==> config.mk <==
export PLATFORM = sky130hd
export DESIGN_NAME = mem_loader
export DESIGN_NICKNAME = d
export VERILOG_FILES = /design/src/rtl/cpu_pkg.sv /design/src/rtl/xor_acc8.sv /design/src/rtl/mem_loader.sv
export SDC_FILE = /design/constraint.sdc
export NUM_CORES = 1
export LEC_CHECK = 0
export ABC_AREA = 1
export CORE_UTILIZATION = 55
export CTS_BUF_LIST = sky130_fd_sc_hd__clkbuf_4 sky130_fd_sc_hd__clkbuf_8 sky130_fd_sc_hd__clkbuf_16
export DETAILED_ROUTE_END_ITERATION = 10
export PLACE_DENSITY_LB_ADDON = 0.12
export SYNTH_ARGS = -nofsm -noshare
export SYNTH_HDL_FRONTEND = slang
export SYNTH_HIERARCHICAL = 1
export SYNTH_SLANG_ARGS = --single-unit
==> constraint.sdc <==
create_clock -name Clk100_Mhz -period 3.6 [get_ports Clk100_Mhz]
set_input_delay 0.9 -clock Clk100_Mhz [delete_from_list [all_inputs] [get_ports Clk100_Mhz]]
set_output_delay 0.9 -clock Clk100_Mhz [all_outputs]
set_load 0.02 [all_outputs]
==> src/rtl/cpu_pkg.sv <==
// Shared definitions for the instruction-memory loader: frame header value,
// loader FSM encoding, word-count width and the instruction word layout.
package cpu_pkg;

  // Start-of-frame byte used when the loader is not overridden.
  localparam logic [7:0] HEADER_DEFAULT = 8'hA5;

  // Loader FSM encoding. Kept as plain constants so older tools and
  // netlist viewers show stable, readable codes.
  localparam int STATE_W = 3;
  localparam logic [STATE_W-1:0] ST_IDLE  = 3'd0;
  localparam logic [STATE_W-1:0] ST_LEN   = 3'd1;
  localparam logic [STATE_W-1:0] ST_HI    = 3'd2;
  localparam logic [STATE_W-1:0] ST_LO    = 3'd3;
  localparam logic [STATE_W-1:0] ST_WRITE = 3'd4;
  localparam logic [STATE_W-1:0] ST_CHK   = 3'd5;
  localparam logic [STATE_W-1:0] ST_DONE  = 3'd6;
  localparam logic [STATE_W-1:0] ST_ERR   = 3'd7;

  // A LEN byte of 0 stands for 256 words, so the counter needs 9 bits.
  localparam int WCNT_W = 9;

  // Register-register form: [15:12] opcode, [11:8] rs, [7:4] rt, [3:0] rd.
  typedef struct packed {
    logic [3:0] opcode;
    logic [3:0] rs;
    logic [3:0] rt;
    logic [3:0] rd;
  } instr_rrr_t;

  // Immediate form: [15:12] opcode, [11:8] rs, [7:0] imm.
  typedef struct packed {
    logic [3:0] opcode;
    logic [3:0] rs;
    logic [7:0] imm;
  } instr_imm_t;

  // Both views overlay the same 16-bit instruction word.
  typedef union packed {
    instr_rrr_t rrr;
    instr_imm_t ri;
  } instr_t;

  // Convert the LEN byte of a frame into a word count.
  function automatic logic [WCNT_W-1:0] len_to_words(input logic [7:0] len);
    return (len == 8'd0) ? 9'd256 : {1'b0, len};
  endfunction

  // States in which the loader is willing to take a byte from upstream.
  function automatic logic state_takes_byte(input logic [STATE_W-1:0] st);
    return (st == ST_IDLE) || (st == ST_LEN) || (st == ST_HI) ||
           (st == ST_LO)   || (st == ST_CHK);
  endfunction

endpackage

==> src/rtl/xor_acc8.sv <==
// Byte-wide XOR accumulator used for the frame checksum.
module xor_acc8 (
  input  logic       clk_i,
  input  logic       clr_i,
  input  logic       en_i,
  input  logic [7:0] din_i,
  output logic [7:0] sum_o
);

  logic [7:0] sum_q;

  // Clear has priority over accumulate so a restart never mixes frames.
  always_ff @(posedge clk_i) begin
    if (clr_i) begin
      sum_q <= 8'h00;
    end else if (en_i) begin
      sum_q <= sum_q ^ din_i;
    end
  end

  assign sum_o = sum_q;

endmodule

==> src/rtl/mem_loader.sv <==
// Instruction-memory loader: receives a framed byte stream
// (HEADER, LEN, LEN 16-bit words high byte first, XOR checksum), writes
// each word into instruction memory and holds the CPU in reset while loading.
module mem_loader
  import cpu_pkg::*;
#(
  parameter logic [7:0] HEADER = HEADER_DEFAULT,
  parameter int         ADDR_W = 8
) (
  input  logic              Clk100_Mhz,
  input  logic              Clr,
  input  logic [7:0]        InData,
  input  logic              InValid,
  output logic              InReady,
  output logic              MemWe,
  output logic [ADDR_W-1:0] MemAddr,
  output logic [15:0]       MemData,
  output logic              CpuHold,
  output logic              Done,
  output logic              Error
);

  logic [STATE_W-1:0] state_q, state_d;
  logic [ADDR_W-1:0]  addr_q, addr_d;
  instr_t             data_q, data_d;
  logic [WCNT_W-1:0]  wcnt_q, wcnt_d;
  logic               hold_q, hold_d;
  logic               done_q, done_d;
  logic               err_q, err_d;

  logic               ready;
  logic               accept;
  logic               acc_clr;
  logic               acc_en;
  logic [7:0]         chk_sum;

  assign ready  = state_takes_byte(state_q);
  assign accept = InValid && ready;

  // The checksum restarts with every LEN byte, so stale data from an
  // abandoned or failed frame never leaks into the next one.
  assign acc_clr = Clr || ((state_q == ST_LEN) && accept);
  assign acc_en  = accept && ((state_q == ST_HI) || (state_q == ST_LO));

  xor_acc8 u_chk (
    .clk_i (Clk100_Mhz),
    .clr_i (acc_clr),
    .en_i  (acc_en),
    .din_i (InData),
    .sum_o (chk_sum)
  );

  // Next-state and datapath decisions for one frame byte at a time.
  always_comb begin
    state_d = state_q;
    addr_d  = addr_q;
    data_d  = data_q;
    wcnt_d  = wcnt_q;
    hold_d  = hold_q;
    done_d  = done_q;
    err_d   = err_q;

    case (state_q)
      ST_IDLE: begin
        // Anything other than the header is line noise and is dropped.
        if (accept && (InData == HEADER)) begin
          state_d = ST_LEN;
          hold_d  = 1'b1;
          done_d  = 1'b0;
          err_d   = 1'b0;
        end
      end

      ST_LEN: begin
        if (accept) begin
          wcnt_d  = len_to_words(InData);
          addr_d  = '0;
          state_d = ST_HI;
        end
      end

      ST_HI: begin
        if (accept) begin
          data_d.ri.opcode = InData[7:4];
          data_d.ri.rs     = InData[3:0];
          state_d          = ST_LO;
        end
      end

      ST_LO: begin
        if (accept) begin
          data_d.ri.imm = InData;
          state_d       = ST_WRITE;
        end
      end

      ST_WRITE: begin
        // Single-cycle write slot; a HEADER-valued data byte never
        // resynchronises because only IDLE looks for the header.
        addr_d  = addr_q + ADDR_W'(1);
        wcnt_d  = wcnt_q - WCNT_W'(1);
        state_d = (wcnt_q == WCNT_W'(1)) ? ST_CHK : ST_HI;
      end

      ST_CHK: begin
        if (accept) begin
          if (InData == chk_sum) begin
            state_d = ST_DONE;
            done_d  = 1'b1;
            err_d   = 1'b0;
            hold_d  = 1'b0;
          end else begin
            // Keep the CPU parked on a corrupt image until a good reload.
            state_d = ST_ERR;
            done_d  = 1'b0;
            err_d   = 1'b1;
            hold_d  = 1'b1;
          end
        end
      end

      ST_DONE: state_d = ST_IDLE;
      ST_ERR:  state_d = ST_IDLE;

      default: state_d = ST_IDLE;
    endcase
  end

  // State and datapath registers with synchronous clear.
  always_ff @(posedge Clk100_Mhz) begin
    if (Clr) begin
      state_q <= ST_IDLE;
      addr_q  <= '0;
      data_q  <= '0;
      wcnt_q  <= '0;
      hold_q  <= 1'b0;
      done_q  <= 1'b0;
      err_q   <= 1'b0;
    end else begin
      state_q <= state_d;
      addr_q  <= addr_d;
      data_q  <= data_d;
      wcnt_q  <= wcnt_d;
      hold_q  <= hold_d;
      done_q  <= done_d;
      err_q   <= err_d;
    end
  end

  assign InReady = ready;
  assign MemWe   = (state_q == ST_WRITE);
  assign MemAddr = addr_q;
  assign MemData = data_q;
  assign CpuHold = hold_q;
  assign Done    = done_q;
  assign Error   = err_q;

endmodule
==> metrics.md <==
| Metric | Value |
|---|---|
| Number of synthesis warnings | 6 |
| Final period util | 0.778 |
| CP Data Arrival Time | 1.90 ns |
| Total track usage | 0.263 |
| Comb pwr share | 0.434 |
| Clock latency on the worst-skew pair | 0.30 ns |
| Min-Delay Endpoint | Done |
| Hold Path Class | register to register |
| CP endpoint kind | output pin |
| Startpoint types | register |
| GRT overflow | 0 |
| Power, Total | 0.00185 W |
| Routed length per instance | 12.6 um |
| Vias in the first global route | 2330 |
| Die width | 69.7 um |
| Critical path type | register to output pin |
| Hold Path Depth | 2 |
| Max-slew violation count | 0 |
| Clock skew | 0.00858 ns |
| Sequential share of power | 0.372 |
| Worst slack, placed | 0.746 ns |
| Post-Syn Instances | 367 |
| Unrepaired setup endpoints after global routing | no |
| I/O pins | 40 |
| Switching share of power | 0.416 |
| Fin area | 3000 um2 |
| Initial Utilization | 0.575 |
| Total number of vias | 2443 |
| Setup slack after layout | 0.798 ns |
| Syn Std Cell Area | 2520 um2 |
| Clk network pwr share | 0.195 |
| Antenna cells | 0 |
| Status | finished, final reports clean |
| Syn_nets | 381 |
| CTS tree | done |
| EDFF count, synth | 0 |
| Max rail drop VDD | 0.411 mV |
| Layout cell share with drive strength beyond 1 | 0.0985 |
| FF+latch count, synth | 47 |
| Critical path required time | 2.70 ns |
| Slew @ Worst Pin | 0.661 ns |
| Post-DRT Antenna Nets | 0 |
| GPL Wtd Cong | 0.793 |
| Post-CTS Setup Inserts | 0 |
| CTS root buffer | clkbuf_8 |
| # port buffers | 39 |
| R2R cell count | 7 |
| Pin count of the biggest net entering global routing | 22 |
| Utilization after layout | 0.684 |
| Iter 0 DRT Violations | 150 |
| Pwr per Cell Area | 617 nW/um2 |
| Final setup vio count | 0 |
| Die Span Y | 69.7 um |
| Crit-path max FO | 19 |
| Synthesized area per cell | 6.87 um2 |
| H-tree depth | 2 |
| Top_reg_cell synth | dfxtp_1 |
| Net switching power | 0.000769 W |
| Hold_sp | Done |
| Max Cap Violations | 0 |
| Final #Nets | 419 |
| Die ar. | 4860 um2 |
| CTS Buf Count | 5 |
| Routed wire length | 5.77 mm |
| Sequential element share of the synthesized area | 0.373 |
| Clock-pin slew on the worst setup and hold paths | 0.09 ns |
| Cell row count | 24 |
| Setup Total Neg Slack | 0 ns |
| Longest Clk Path Bufs | 2 |
| Layout area overhead | 19.1% |
| Clk sinks | 47 |
| DR pass1 iterations | 4 |
| Final min period | 2.80 ns |
| Placed cell area | 2900 um2 |
| Unique masters post-synth | 35 |
| Post-CTS sizing | 0 |
| DPL Wire Length | 4.15 mm |
| Seq. cell area | 941 um2 |
| DRC | 0 |
| Ys async rst share | 0 |
| Peak Freq | 357 MHz |
| Filler Cells Inserted | 396 |
| Static Leak | 1.20 nW |
| Setup slack, reg-to-reg | 1.88 ns |
| Core Footprint | 4380 um2 |
| Slew headroom | 0.559 |
| Via/cell ratio | 5.33 |
| Final Hold Viols | 0 |
| Multi-input logic area | 1310 um2 |
| Initial antenna violation count | 0 |
| Worst reg2reg path endpoint | MemData[12] |
| Internal power | 0.00108 W |
| RR Startpoint | state_q[2] |
| First-pass GRT wire length | 10.4 mm |
| Hold_buf cts | 0 |
==> worst max-delay path, stage by stage (launching register included) <==
cell and delay [ns]:
dfxtp_1 0.42, nor2_2 0.23, nand2_4 0.12, inv_4 0.19
clkdlybuf4s50_1 0.63
==> layout by cell type (no fill, tap or decap), drive strengths merged <==
master	n
nor3b	1
xor2	1
clkbuf	8
ha	3
nand2	103
o211ai	2
nand3b	1
nor3	4
buf	1
or2	1
a211oi	1
nand4	6
o22ai	2
xnor2	1
dfxtp	47
a221oi	1
nand3	25
a31oi	2
nor2	48
clkdlybuf4s50	39
o21ai	19
a21oi	45
inv	45
==> registers in the layout, indices dropped and copies added (netlist names) <==
name	count
wcnt_q	9
CpuHold	1
MemData	16
u_chk/sum_o	8
MemAddr	8
Error	1
Done	1
state_q	3
==> layout make-up <==
type,instances,area share
Clock buffer,8,0.0346
Inverter,45,0.0596
Multi-Input combinational cell,266,0.438
Sequential cell,47,0.314
Tap cell,52,0.0217
Timing Repair Buffer,40,0.133
==> how the worst max path moves through the flow <==
stage / depth (start not counted) / end / start / slack [ns]
floorplan: 4 / MemWe / state_q[1] / 1.78
global placement: 7 / MemData[11] / InValid / 0.83
detailed placement: 7 / MemData[15] / InValid / 0.75
CTS: 4 / MemWe / state_q[1] / 0.80
global route: 4 / MemWe / state_q[1] / 0.73
finish: 4 / MemWe / state_q[1] / 0.80
==> synthesized netlist by cell type (2+ instances only) <==
| library cell | number | area share |
|---|---|---|
| dfxtp_1 | 47 | 0.37 |
| o21ai_0 | 16 | 0.032 |
| o211ai_1 | 2 | 0.0060 |
| o21ai_2 | 2 | 0.0070 |
| nor2_2 | 3 | 0.0074 |
| clkbuf_1 | 2 | 0.0030 |
| a21oi_1 | 45 | 0.089 |
| buf_6 | 5 | 0.022 |
| inv_4 | 4 | 0.0099 |
| nand3_2 | 2 | 0.0079 |
| inv_1 | 37 | 0.055 |
| a31oi_1 | 2 | 0.0050 |
| nor2_4 | 3 | 0.013 |
| nand3_1 | 22 | 0.044 |
| nor3_1 | 3 | 0.0060 |
| ha_1 | 3 | 0.015 |
| nand2_1 | 95 | 0.14 |
| inv_2 | 4 | 0.0060 |
| nand4_1 | 6 | 0.015 |
| nand2_2 | 5 | 0.012 |
| o22ai_1 | 2 | 0.0050 |
| nand2_4 | 3 | 0.013 |
| nor2_1 | 42 | 0.063 |
==> through the flow <==
stage / hold WS [ns] / cells
after floorplan: 0.452 / 367
after detailed placement: 0.454 / 450
after global placement: 0.454 / 450
after global routing: 0.489 / 458
after CTS: 0.471 / 458
final: 0.467 / 458
==> metal layers <==
| layer | track usage | vias to the layer above | part of all wire |
|---|---|---|---|
| li1 | - | 1262 | - |
| met1 | 0.334 | 1113 | 0.48 |
| met2 | 0.447 | 61 | 0.46 |
| met3 | 0.0378 | 7 | 0.046 |
| met4 | 0.109 | 0 | 0.014 |
| met5 | 0 | - | 0 |
==> kinds of logic after synthesis <==
kind of cell	after synthesis	synth area share
AO/OA/AOI/OAI	72	0.157
adder cells (fa/ha/maj)	3	0.0149
flip-flops	47	0.373
XOR/XNOR	2	0.00695
AND/OR/NAND/NOR	189	0.343
buffers and inverters	54	0.105
==> power groups by stage <==
stage | clock network (W) | registers [W] | logic [W]
global route | 0.000386 | 0.000699 | 0.000920
global placement | 0 | 0.000696 | 0.000779
detailed placement | 0 | 0.000697 | 0.000793
CTS | 0.000363 | 0.000686 | 0.000798
floorplan | 0 | 0.000724 | 0.000584
finish | 0.000360 | 0.000688 | 0.000802
Power figures use the tool's default switching activity.
